===== src/rtl/mem_arbiter_if.sv =====
// rtl/mem_arbiter_if.sv - pipeline-side and memory-bus-side signals of the memory arbiter
interface mem_arbiter_if #(
    parameter int AW = 32,
    parameter int DW = 32
);
    // Instruction fetch port (read-only)
    logic              iIF_req;
    logic [AW-1:0]     iIF_addr;
    logic              iFlush_IF;
    logic [DW-1:0]     oIF_rdata;
    logic              oIF_valid;
    logic              oStall_IF;

    // Data memory stage port (read/write)
    logic              iME_req;
    logic              iME_we;
    logic [DW/8-1:0]   iME_be;
    logic [AW-1:0]     iME_addr;
    logic [DW-1:0]     iME_wdata;
    logic [DW-1:0]     oME_rdata;
    logic              oME_valid;
    logic              oStall_ME;

    // External memory bus
    logic              oBus_req;
    logic              oBus_we;
    logic [DW/8-1:0]   oBus_be;
    logic [AW-1:0]     oBus_addr;
    logic [DW-1:0]     oBus_wdata;
    logic              iBus_gnt;
    logic              iBus_rvalid;
    logic [DW-1:0]     iBus_rdata;

    // Arbiter view
    modport master (
        input  iIF_req, iIF_addr, iFlush_IF,
        output oIF_rdata, oIF_valid, oStall_IF,
        input  iME_req, iME_we, iME_be, iME_addr, iME_wdata,
        output oME_rdata, oME_valid, oStall_ME,
        output oBus_req, oBus_we, oBus_be, oBus_addr, oBus_wdata,
        input  iBus_gnt, iBus_rvalid, iBus_rdata
    );

    // Environment view (pipeline stages and memory)
    modport slave (
        output iIF_req, iIF_addr, iFlush_IF,
        input  oIF_rdata, oIF_valid, oStall_IF,
        output iME_req, iME_we, iME_be, iME_addr, iME_wdata,
        input  oME_rdata, oME_valid, oStall_ME,
        input  oBus_req, oBus_we, oBus_be, oBus_addr, oBus_wdata,
        output iBus_gnt, iBus_rvalid, iBus_rdata
    );
endinterface


===== src/rtl/mem_arbiter.sv =====
// rtl/mem_arbiter.sv - single-bus arbiter between instruction fetch and data memory stage
module mem_arbiter #(
    parameter int AW         = 32,
    parameter int DW         = 32,
    parameter int STARVE_MAX = 4
) (
    input  logic          iClk,
    input  logic          nRst,
    mem_arbiter_if.master bus
);
    localparam int BW = DW / 8;
    localparam int CW = $clog2(STARVE_MAX + 1);

    typedef enum logic [2:0] {
        IDLE    = 3'd0,
        REQ_IF  = 3'd1,
        WAIT_IF = 3'd2,
        REQ_ME  = 3'd3,
        WAIT_ME = 3'd4
    } state_t;

    state_t          state;
    state_t          stateNext;
    logic [CW-1:0]   starveCnt;
    logic            flushed;
    logic [AW-1:0]   addrQ;
    logic            weQ;
    logic [BW-1:0]   beQ;
    logic [DW-1:0]   wdataQ;

    logic            ifReady;
    logic            starved;
    logic            pickMe;
    logic            pickIf;
    logic            busReq;
    logic            ifValid;
    logic            meValid;

    // A flushed IF request is not a real fetch, so it never competes in IDLE.
    assign ifReady = bus.iIF_req & ~bus.iFlush_IF;
    assign starved = (starveCnt == CW'(STARVE_MAX));
    assign pickMe  = (state == IDLE) & bus.iME_req & ~(ifReady & starved);
    assign pickIf  = (state == IDLE) & ifReady & ~pickMe;

    // State register
    always_ff @(posedge iClk or negedge nRst) begin
        if (!nRst) begin
            state <= IDLE;
        end else begin
            state <= stateNext;
        end
    end

    // Next state, bus request and completion pulses
    always_comb begin
        stateNext = state;
        busReq    = 1'b0;
        ifValid   = 1'b0;
        meValid   = 1'b0;
        case (state)
            IDLE: begin
                if (pickMe) begin
                    stateNext = REQ_ME;
                end else if (pickIf) begin
                    stateNext = REQ_IF;
                end
            end
            REQ_IF: begin
                busReq = 1'b1;
                if (bus.iBus_gnt) begin
                    stateNext = WAIT_IF;
                end
            end
            WAIT_IF: begin
                if (bus.iBus_rvalid) begin
                    stateNext = IDLE;
                    // A flush arriving together with the response still discards it.
                    ifValid   = ~(flushed | bus.iFlush_IF);
                end
            end
            REQ_ME: begin
                busReq = 1'b1;
                if (bus.iBus_gnt) begin
                    stateNext = WAIT_ME;
                end
            end
            WAIT_ME: begin
                if (bus.iBus_rvalid) begin
                    stateNext = IDLE;
                    meValid   = 1'b1;
                end
            end
            default: begin
                stateNext = IDLE;
            end
        endcase
    end

    // Starvation counter: counts ME wins over a waiting IF, cleared once IF is served or gone
    always_ff @(posedge iClk or negedge nRst) begin
        if (!nRst) begin
            starveCnt <= '0;
        end else if (pickIf) begin
            starveCnt <= '0;
        end else if (pickMe && bus.iIF_req) begin
            if (!starved) begin
                starveCnt <= starveCnt + CW'(1);
            end
        end else if ((state == IDLE) && !bus.iIF_req) begin
            starveCnt <= '0;
        end
    end

    // Flushed flag: remembers that the in-flight IF response must be dropped
    always_ff @(posedge iClk or negedge nRst) begin
        if (!nRst) begin
            flushed <= 1'b0;
        end else if (stateNext == IDLE) begin
            flushed <= 1'b0;
        end else if (((state == REQ_IF) || (state == WAIT_IF)) && bus.iFlush_IF) begin
            flushed <= 1'b1;
        end
    end

    // Request latch: captures the winner on the arbitration edge so the bus sees stable values
    always_ff @(posedge iClk or negedge nRst) begin
        if (!nRst) begin
            addrQ  <= '0;
            weQ    <= 1'b0;
            beQ    <= '0;
            wdataQ <= '0;
        end else if (pickMe) begin
            addrQ  <= bus.iME_addr;
            weQ    <= bus.iME_we;
            beQ    <= bus.iME_be;
            wdataQ <= bus.iME_wdata;
        end else if (pickIf) begin
            addrQ  <= bus.iIF_addr;
            weQ    <= 1'b0;
            beQ    <= '1;
            wdataQ <= '0;
        end
    end

    assign bus.oBus_req   = busReq;
    assign bus.oBus_we    = weQ;
    assign bus.oBus_be    = beQ;
    assign bus.oBus_addr  = addrQ;
    assign bus.oBus_wdata = wdataQ;

    assign bus.oIF_valid  = ifValid;
    assign bus.oIF_rdata  = bus.iBus_rdata;
    assign bus.oME_valid  = meValid;
    assign bus.oME_rdata  = bus.iBus_rdata;

    assign bus.oStall_IF  = bus.iIF_req & ~ifValid;
    assign bus.oStall_ME  = bus.iME_req & ~meValid;
endmodule


===== src/flat_wrapper.sv =====
// flat-port wrapper written by rule: the top's interface ports become plain ports
module mem_arbiter_flat 
#(
    parameter int AW         = 32,
    parameter int DW         = 32,
    parameter int STARVE_MAX = 4
)
  (iClk, nRst, bus_iIF_req, bus_iIF_addr, bus_iFlush_IF, bus_oIF_rdata, bus_oIF_valid, bus_oStall_IF, bus_iME_req, bus_iME_we, bus_iME_be, bus_iME_addr, bus_iME_wdata, bus_oME_rdata, bus_oME_valid, bus_oStall_ME, bus_oBus_req, bus_oBus_we, bus_oBus_be, bus_oBus_addr, bus_oBus_wdata, bus_iBus_gnt, bus_iBus_rvalid, bus_iBus_rdata);
  mem_arbiter_if #(.AW(AW), .DW(DW)) bus_i ();
  input  logic iClk;
  input  logic nRst;
  input wire logic [$bits(bus_i.iIF_req)-1:0] bus_iIF_req;
  input wire logic [$bits(bus_i.iIF_addr)-1:0] bus_iIF_addr;
  input wire logic [$bits(bus_i.iFlush_IF)-1:0] bus_iFlush_IF;
  output wire logic [$bits(bus_i.oIF_rdata)-1:0] bus_oIF_rdata;
  output wire logic [$bits(bus_i.oIF_valid)-1:0] bus_oIF_valid;
  output wire logic [$bits(bus_i.oStall_IF)-1:0] bus_oStall_IF;
  input wire logic [$bits(bus_i.iME_req)-1:0] bus_iME_req;
  input wire logic [$bits(bus_i.iME_we)-1:0] bus_iME_we;
  input wire logic [$bits(bus_i.iME_be)-1:0] bus_iME_be;
  input wire logic [$bits(bus_i.iME_addr)-1:0] bus_iME_addr;
  input wire logic [$bits(bus_i.iME_wdata)-1:0] bus_iME_wdata;
  output wire logic [$bits(bus_i.oME_rdata)-1:0] bus_oME_rdata;
  output wire logic [$bits(bus_i.oME_valid)-1:0] bus_oME_valid;
  output wire logic [$bits(bus_i.oStall_ME)-1:0] bus_oStall_ME;
  output wire logic [$bits(bus_i.oBus_req)-1:0] bus_oBus_req;
  output wire logic [$bits(bus_i.oBus_we)-1:0] bus_oBus_we;
  output wire logic [$bits(bus_i.oBus_be)-1:0] bus_oBus_be;
  output wire logic [$bits(bus_i.oBus_addr)-1:0] bus_oBus_addr;
  output wire logic [$bits(bus_i.oBus_wdata)-1:0] bus_oBus_wdata;
  input wire logic [$bits(bus_i.iBus_gnt)-1:0] bus_iBus_gnt;
  input wire logic [$bits(bus_i.iBus_rvalid)-1:0] bus_iBus_rvalid;
  input wire logic [$bits(bus_i.iBus_rdata)-1:0] bus_iBus_rdata;
  assign bus_i.iIF_req = bus_iIF_req;
  assign bus_i.iIF_addr = bus_iIF_addr;
  assign bus_i.iFlush_IF = bus_iFlush_IF;
  assign bus_oIF_rdata = bus_i.oIF_rdata;
  assign bus_oIF_valid = bus_i.oIF_valid;
  assign bus_oStall_IF = bus_i.oStall_IF;
  assign bus_i.iME_req = bus_iME_req;
  assign bus_i.iME_we = bus_iME_we;
  assign bus_i.iME_be = bus_iME_be;
  assign bus_i.iME_addr = bus_iME_addr;
  assign bus_i.iME_wdata = bus_iME_wdata;
  assign bus_oME_rdata = bus_i.oME_rdata;
  assign bus_oME_valid = bus_i.oME_valid;
  assign bus_oStall_ME = bus_i.oStall_ME;
  assign bus_oBus_req = bus_i.oBus_req;
  assign bus_oBus_we = bus_i.oBus_we;
  assign bus_oBus_be = bus_i.oBus_be;
  assign bus_oBus_addr = bus_i.oBus_addr;
  assign bus_oBus_wdata = bus_i.oBus_wdata;
  assign bus_i.iBus_gnt = bus_iBus_gnt;
  assign bus_i.iBus_rvalid = bus_iBus_rvalid;
  assign bus_i.iBus_rdata = bus_iBus_rdata;
  mem_arbiter #(.AW(AW), .DW(DW), .STARVE_MAX(STARVE_MAX)) u_core (.iClk(iClk), .nRst(nRst), .bus(bus_i));
endmodule

===== config.mk =====
export PLATFORM = sky130hd
export DESIGN_NAME = mem_arbiter_flat
export DESIGN_NICKNAME = d
export VERILOG_FILES = /design/src/rtl/mem_arbiter_if.sv /design/src/rtl/mem_arbiter.sv /design/src/flat_wrapper.sv
export SDC_FILE = /design/constraint.sdc
export NUM_CORES = 1
export LEC_CHECK = 0
export ABC_AREA = 1
export BUFFER_PORTS_ARGS = -buffer_cell sky130_fd_sc_hd__buf_2
export CAP_MARGIN = 20
export CORE_AREA = 5 5 104 106
export DETAILED_ROUTE_END_ITERATION = 8
export DIE_AREA = 0 0 109 111
export GPL_ROUTABILITY_DRIVEN = 0
export PLACE_DENSITY = 0.77
export SLEW_MARGIN = 20
export SYNTH_ARGS = -nofsm -noshare
export SYNTH_HDL_FRONTEND = slang
export SYNTH_SLANG_ARGS = --single-unit

===== constraint.sdc =====
create_clock -name iClk -period 3.97 [get_ports iClk]
set_input_delay 0.1985 -clock iClk [delete_from_list [all_inputs] [get_ports iClk]]
set_output_delay 0.1985 -clock iClk [all_outputs]
set_load 0.005 [all_outputs]

==> metrics.yaml, run 1 <==
n_fill_cell: 948
regArea_mm2: 0.00190
ant_nets: 0
num_vias: 3105
htreeDepth: 3
synth_xor_area_share_pct: 0.234
worstPathRequired_ns: 4.25
power_density_mw_per_mm2: 738
dp.final_hpwl_um: 7250
ys_ff_latch: 76
status: "finished clean"
cp.arrival_ns: 2.70
synth_simple_gate_area_share_pct: 12.1
synth_cell_type_count: 23
maxCapViolCount: 0
critPathSlowestCell: "nor2_4"
worst_slack_ns: 1.55
synth_top_family_by_area: "buffers and inverters"
whs_ns: 0.0691
crit_top_cell: "nand2_1"
slowest_delay_ns: 0.55
finalSetupTns_ns: 0
fin_util_pct: 46.0
crit_type: "register to register"
pre_cts_slack_ns: 1.52
rrSetupSlack_ns: 1.55
synthCells: 393
die_area_mm2: 0.0121
tightest_slew_ns: 0.695
cp.depth: 10
grt_start_max_net_pins: 77
io_buffers: 181
r2r_cells: 10
crit_fanout: 37
skew_ns: 0.00248
vias_per_cell: 4.83
clk_pin_slew_worst_paths_ns: 0.08
wl_per_cell_um: 15.7
slew_violations: 0
p_leak_uw: 0.00238
wirelength_um: 10100
rr_endpoint: "u_core.starveCnt[2]"
final_common_cell: "buf_2"
clock_path_buffers: 2
ioPinCount: 278
cts_tree: "yes"
critPathCaptureType: "register"
crit_family: "simple AND/OR/NAND/NOR gates"
synth_area_mm2: 0.00374
nets: 647
min_period_ns: 2.42
n_antenna_cell: 0
hold_viol_final: 0
cts_root_buf: "clkbuf_8"
syn_area_per_cell_um2: 9.52
min_path_type: "primary input to register"
timing.rr.start: "u_core.starveCnt[0]"
antenna_found_initial: 0
cts.sinks: 76
hold_start: "bus_iME_wdata[3]"
synth_fa_ha_area_share_pct: 0.669
drive_gt1_share_pct: 40.4
vdd_drop_max_v: 0.000293
rsz0062_at_grt: "false"
die_h_um: 111
firstDrtPassIters: 4
slew_headroom_pct: 53.7
yosysSeqAreaShare_pct: 50.9
grt_pass1_vias: 3122
synth_compound_area_share_pct: 17.5
core_mm2: 0.00968
cts-buffers-inserted: 9
fp.dieW_um: 109
start_kind: "register"
whs_path_depth: 2
cp_cell_sequence: "inv_1 > ha_1 > nand2_1 > nor2_4 > nor2_4 > buf_4 > nand3_1 > nand2_1 > nand2_1 > nand2_1"
synth_nets: 535
p_total_uw: 3280
fin_crit_sh_pct: 61.0
drc: 0
synth_mux_area_share_pct: 0
cp_num_buf_inv: 2
cts_setup_buffers: 0
drt_iter0_markers: 196
grt_usage_pct: 16.1
syn2layout_area_growth_pct: 19.0
clkLatencyLatePin_ns: 0.34
rows: 36
gr-total-overflow: 0
cts_resized: 0
setup_viol: 0
grt_pass1_wl_um: 15400
max_freq_mhz: 413
final_cell_mix: "buf_2, dfrtp_1, nand2_1"
yosys_warnings: 0
initial_utilization_pct: 38.6
hold_end: "u_core.bus.oBus_wdata[3]"
multi_input_area_mm2: 0.00114
cell type report:
cell class                      count  area share, %
Sequential cell                    76           42.7
Multi-Input combinational cell    214           25.6
Tap cell                          133           3.74
Clock inverter                      4           1.63
Timing Repair Buffer              185           21.4
Clock buffer                       12           3.26
Inverter                           19           1.60
cell families (layout without fill, tap and decap cells):
group | Yosys count | after routing
and+or+nand+nor | 106 | 106
buffers and inverters | 103 | 220
DFF | 76 | 76
adders and majority gates | 2 | 2
xor gates and xnor gates | 1 | 1
AOI/OAI and AO/OA | 105 | 105
sequential cells by signal, summed over array words and instances, names as in the netlist:
name / count
u_core.bus.oBus_addr: 32
u_core.bus.oBus_wdata: 32
u_core.bus.oBus_we: 1
u_core.flushed: 1
u_core.starveCnt: 3
u_core.bus.oBus_be: 4
u_core.state: 3
power by group:
group | leakage [uW] | internal (uW) | switching, uW
registers | 0.000946 | 1130 | 198
clock network | 0.000107 | 371 | 276
logic | 0.00133 | 589 | 723
total | 0.00238 | 2090 | 1200
what timing repair did:
action | 4_1_cts | 5_1_grt
hold buffers | 0 | 1
endpoints found under the hold margin | 0 | 32
setup endpoints to repair | 0 | 0
synth_stat cells:
cell | instances | area, um^2
a22o_1 | 33 | 289
nand3_2 | 2 | 20.0
nor3_1 | 1 | 5.00
ha_1 | 2 | 25.0
dfrtp_1 | 76 | 1900
nand3_1 | 4 | 20.0
nand4_1 | 4 | 25.0
xor2_1 | 1 | 8.76
buf_4 | 66 | 495
nor2_4 | 2 | 22.5
o21ai_1 | 30 | 150
buf_2 | 9 | 45.0
o21ai_0 | 35 | 175
nor2_2 | 2 | 12.5
a21oi_1 | 3 | 15.0
buf_6 | 7 | 78.8
nor4_1 | 2 | 12.5
nor2_1 | 38 | 143
inv_1 | 17 | 63.8
inv_2 | 2 | 7.51
o22ai_1 | 4 | 25.0
clkbuf_1 | 2 | 7.51
nand2_1 | 51 | 191
stage by stage:
step,cell area (um^2),cells
2_1_floorplan,3740,393
3_3_place_gp,4200,625
3_5_place_dp,4200,625
4_1_cts,4420,641
5_1_grt,4450,643
6_report,4450,643
how the worst max path moves through the flow:
stage	from	endpoint	slack, ns
after global placement	u_core.starveCnt[0]	u_core.bus.oBus_addr[15]	1.66
after CTS	u_core.starveCnt[0]	u_core.bus.oBus_addr[15]	1.51
after global routing	u_core.starveCnt[0]	u_core.bus.oBus_addr[15]	1.29
final	u_core.starveCnt[0]	u_core.starveCnt[2]	1.55
after detailed placement	u_core.starveCnt[0]	u_core.bus.oBus_addr[15]	1.52
after floorplan	u_core.starveCnt[0]	u_core.bus.oBus_wdata[10]	2.52
routing by layer:
metal	vias to the layer above	wire (um)	global-route usage (%)	share of wire (%)
met5	-	0	0	0
met4	0	267	8.84	2.6
met3	29	928	4.08	9.2
met2	147	5090	26.9	50
met1	1454	3820	18.7	38
li1	1475	-	-	-
worst register-to-register path: stages, from the launching register on:
cell and delay [ns]:
dfrtp_1 0.38, inv_1 0.08, ha_1 0.20, nand2_1 0.18, nor2_4 0.08, nor2_4 0.55
buf_4 0.50, nand3_1 0.13, nand2_1 0.14, nand2_1 0.08, nand2_1 0.07
No activity file was read; power rests on OpenSTA's default activity.
==> run 2: changes to the inputs <==
--- a/config.mk
+++ b/config.mk
@@ -8,11 +8,11 @@
 export ABC_AREA = 1
 export BUFFER_PORTS_ARGS = -buffer_cell sky130_fd_sc_hd__buf_2
 export CAP_MARGIN = 20
-export CORE_AREA = 5 5 104 106
+export CORE_MARGIN = 5
+export CORE_UTILIZATION = 37
 export DETAILED_ROUTE_END_ITERATION = 8
-export DIE_AREA = 0 0 109 111
 export GPL_ROUTABILITY_DRIVEN = 0
-export PLACE_DENSITY = 0.77
+export PLACE_DENSITY = 0.78
 export SLEW_MARGIN = 20
 export SYNTH_ARGS = -nofsm -noshare
 export SYNTH_HDL_FRONTEND = slang
==> constraint.sdc (replaced) <==
create_clock -name iClk -period 2 [get_ports iClk]
set_input_delay 0.1 -clock iClk [delete_from_list [all_inputs] [get_ports iClk]]
set_output_delay 0.1 -clock iClk [all_outputs]
set_load 0.005 [all_outputs]
==> run 2 against run 1 <==
Effect of this change:
- die area grew 0.98%
- total power grew 110%
- design area grew 12%
- sequential power grew 98%
- first-iteration DRC count grew 45%
- fmax grew 36%
- critical path depth is the same
- combinational power grew 110%
- via count grew 9.0%
- register-to-register slack lost 1.3 ns
- worst setup slack lost 1.3 ns
- clock skew grew 0.0043 ns
==> metrics.yaml, run 2 (synthesis gave the netlist of run 1 again) <==
dp.final_hpwl_um: 7540
min_period_ns: 1.78
initial_utilization_pct: 38.1
fin_crit_sh_pct: 89.0
n_fill_cell: 900
critPathCaptureType: "register"
grt_pass1_vias: 3714
vias_per_cell: 4.91
drt_iter0_markers: 285
drive_gt1_share_pct: 37.3
placed_cell_area_mm2: 0.00424
clock_path_buffers: 2
finalInstanceArea_mm2: 0.00497
worstPathRequired_ns: 2.29
switching_power_uw: 2440
nets: 694
gr-total-overflow: 0
max_freq_mhz: 562
wl_per_cell_um: 16.3
grt_usage_pct: 18.5
grt_start_max_net_pins: 45
final_cell_mix: "buf_2, dfrtp_1, nand2_1"
htreeDepth: 3
critPathSlowestCell: "dfrtp_1"
crit_type: "register to register"
grt_pass1_wl_um: 18400
die_area_mm2: 0.0122
cts-buffers-inserted: 9
crit_family: "simple AND/OR/NAND/NOR gates"
die_h_um: 111
io_buffers: 181
p_clk_share_pct: 22.3
slew_headroom_pct: 60.6
p_total_uw: 6920
cts_setup_buffers: 0
p_comb_share_pct: 39.6
cts.sinks: 76
rsz0062_at_grt: "false"
core_mm2: 0.00982
power_density_mw_per_mm2: 1390
swShare_pct: 35.2
firstDrtPassIters: 5
wirelength_um: 11200
slowest_delay_ns: 0.37
final_common_cell: "buf_2"
crit_top_cell: "nand2_1"
rows: 36
status: "finished clean"
n_antenna_cell: 0
vdd_drop_max_v: 0.000452
setup_viol: 0
min_path_type: "primary input to register"
skew_ns: 0.00682
slew_violations: 0
crit_fanout: 31
p_int_uw: 4480
finalSetupTns_ns: 0
fp.dieW_um: 111
cp.arrival_ns: 2.07
tightest_slew_ns: 0.591
hold_viol_final: 0
ant_nets: 0
num_vias: 3386
cts_root_buf: "clkbuf_8"
whs_ns: 0.0206
p_seq_share_pct: 38.1
ioPinCount: 278
syn2layout_area_growth_pct: 33.0
cp_cell_sequence: "inv_1 > ha_1 > nand2_1 > nor2_4 > nor2_4 > buf_6 > nand3_1 > nand2_1 > nand2_1 > nand2_1"
cts_tree: "yes"
p_leak_uw: 0.00261
maxCapViolCount: 0
antenna_found_initial: 0
cp_num_buf_inv: 2
start_kind: "register"
clk_pin_slew_worst_paths_ns: 0.08
clkLatencyLatePin_ns: 0.34
drc: 0
run 2: worst reg2reg max path: cells and delay by family, from the launching register on:
| kind | cells | cell delay (ns) |
|---|---|---|
| fa+ha+maj | 1 | 0.20 |
| buf+inv | 2 | 0.34 |
| flops | 1 | 0.37 |
| simple gates | 7 | 0.81 |
run 2: per-stage QoR:
step                utilization (%)  setup slack, ns  std cells
finish                         50.6            0.220        690
global route                   50.6           0.0316        690
CTS                            50.5           0.0655        690
detailed placement             43.2           0.0921        628
global placement               43.2            0.232        628
floorplan                         -            0.552        393
run 2: path summary, 6_finish.rpt:
path,startpoint,to,slack [ns],cells after the start
max,u_core.starveCnt[0],u_core.starveCnt[2],0.22,10
min,bus_iME_addr[2],u_core.bus.oBus_addr[2],0.02,3
max reg2reg,u_core.starveCnt[0],u_core.starveCnt[2],0.22,10
min reg2reg,u_core.bus.oBus_addr[29],u_core.bus.oBus_addr[29],0.49,2
max in group asynchronous,nRst,u_core.bus.oBus_addr[31],1.16,3
min in group asynchronous,nRst,u_core.bus.oBus_addr[5],0.24,2
run 2: metal layers:
metal,part of all wire (%),wire length (um),vias up,global-route usage (%)
li1,-,-,1564,-
met1,35,3970,1593,19.2
met4,4.1,459,0,11.4
met2,53,5910,177,32.5
met5,0,0,-,0
met3,8.0,895,52,5.74
run 2: cell type report:
cell class | instances | area, um^2 | area share, %
repair buffers | 232 | 1430 | 28.7
multi-input cells | 214 | 1140 | 22.9
clock buffers | 12 | 145 | 2.92
clock inverters | 4 | 120 | 2.42
flip-flops and latches | 76 | 1900 | 38.2
well taps | 133 | 166 | 3.35
inverters | 19 | 73.8 | 1.48
run 2: timing repair:
item                                   in CTS  in global routing
gates resized for setup                     0                  4
setup endpoints to repair                   0                 23
endpoints found under the hold margin      77                  0
hold buffers                               46                  0
run 2: power groups by stage:
stage               clock network (uW)  registers, uW  logic (uW)
detailed placement                   0           2660        2680
finish                            1540           2640        2740
floorplan                            0           2690        1620
global route                      1650           2710        3070
global placement                     0           2620        2580
CTS                               1590           2640        2750
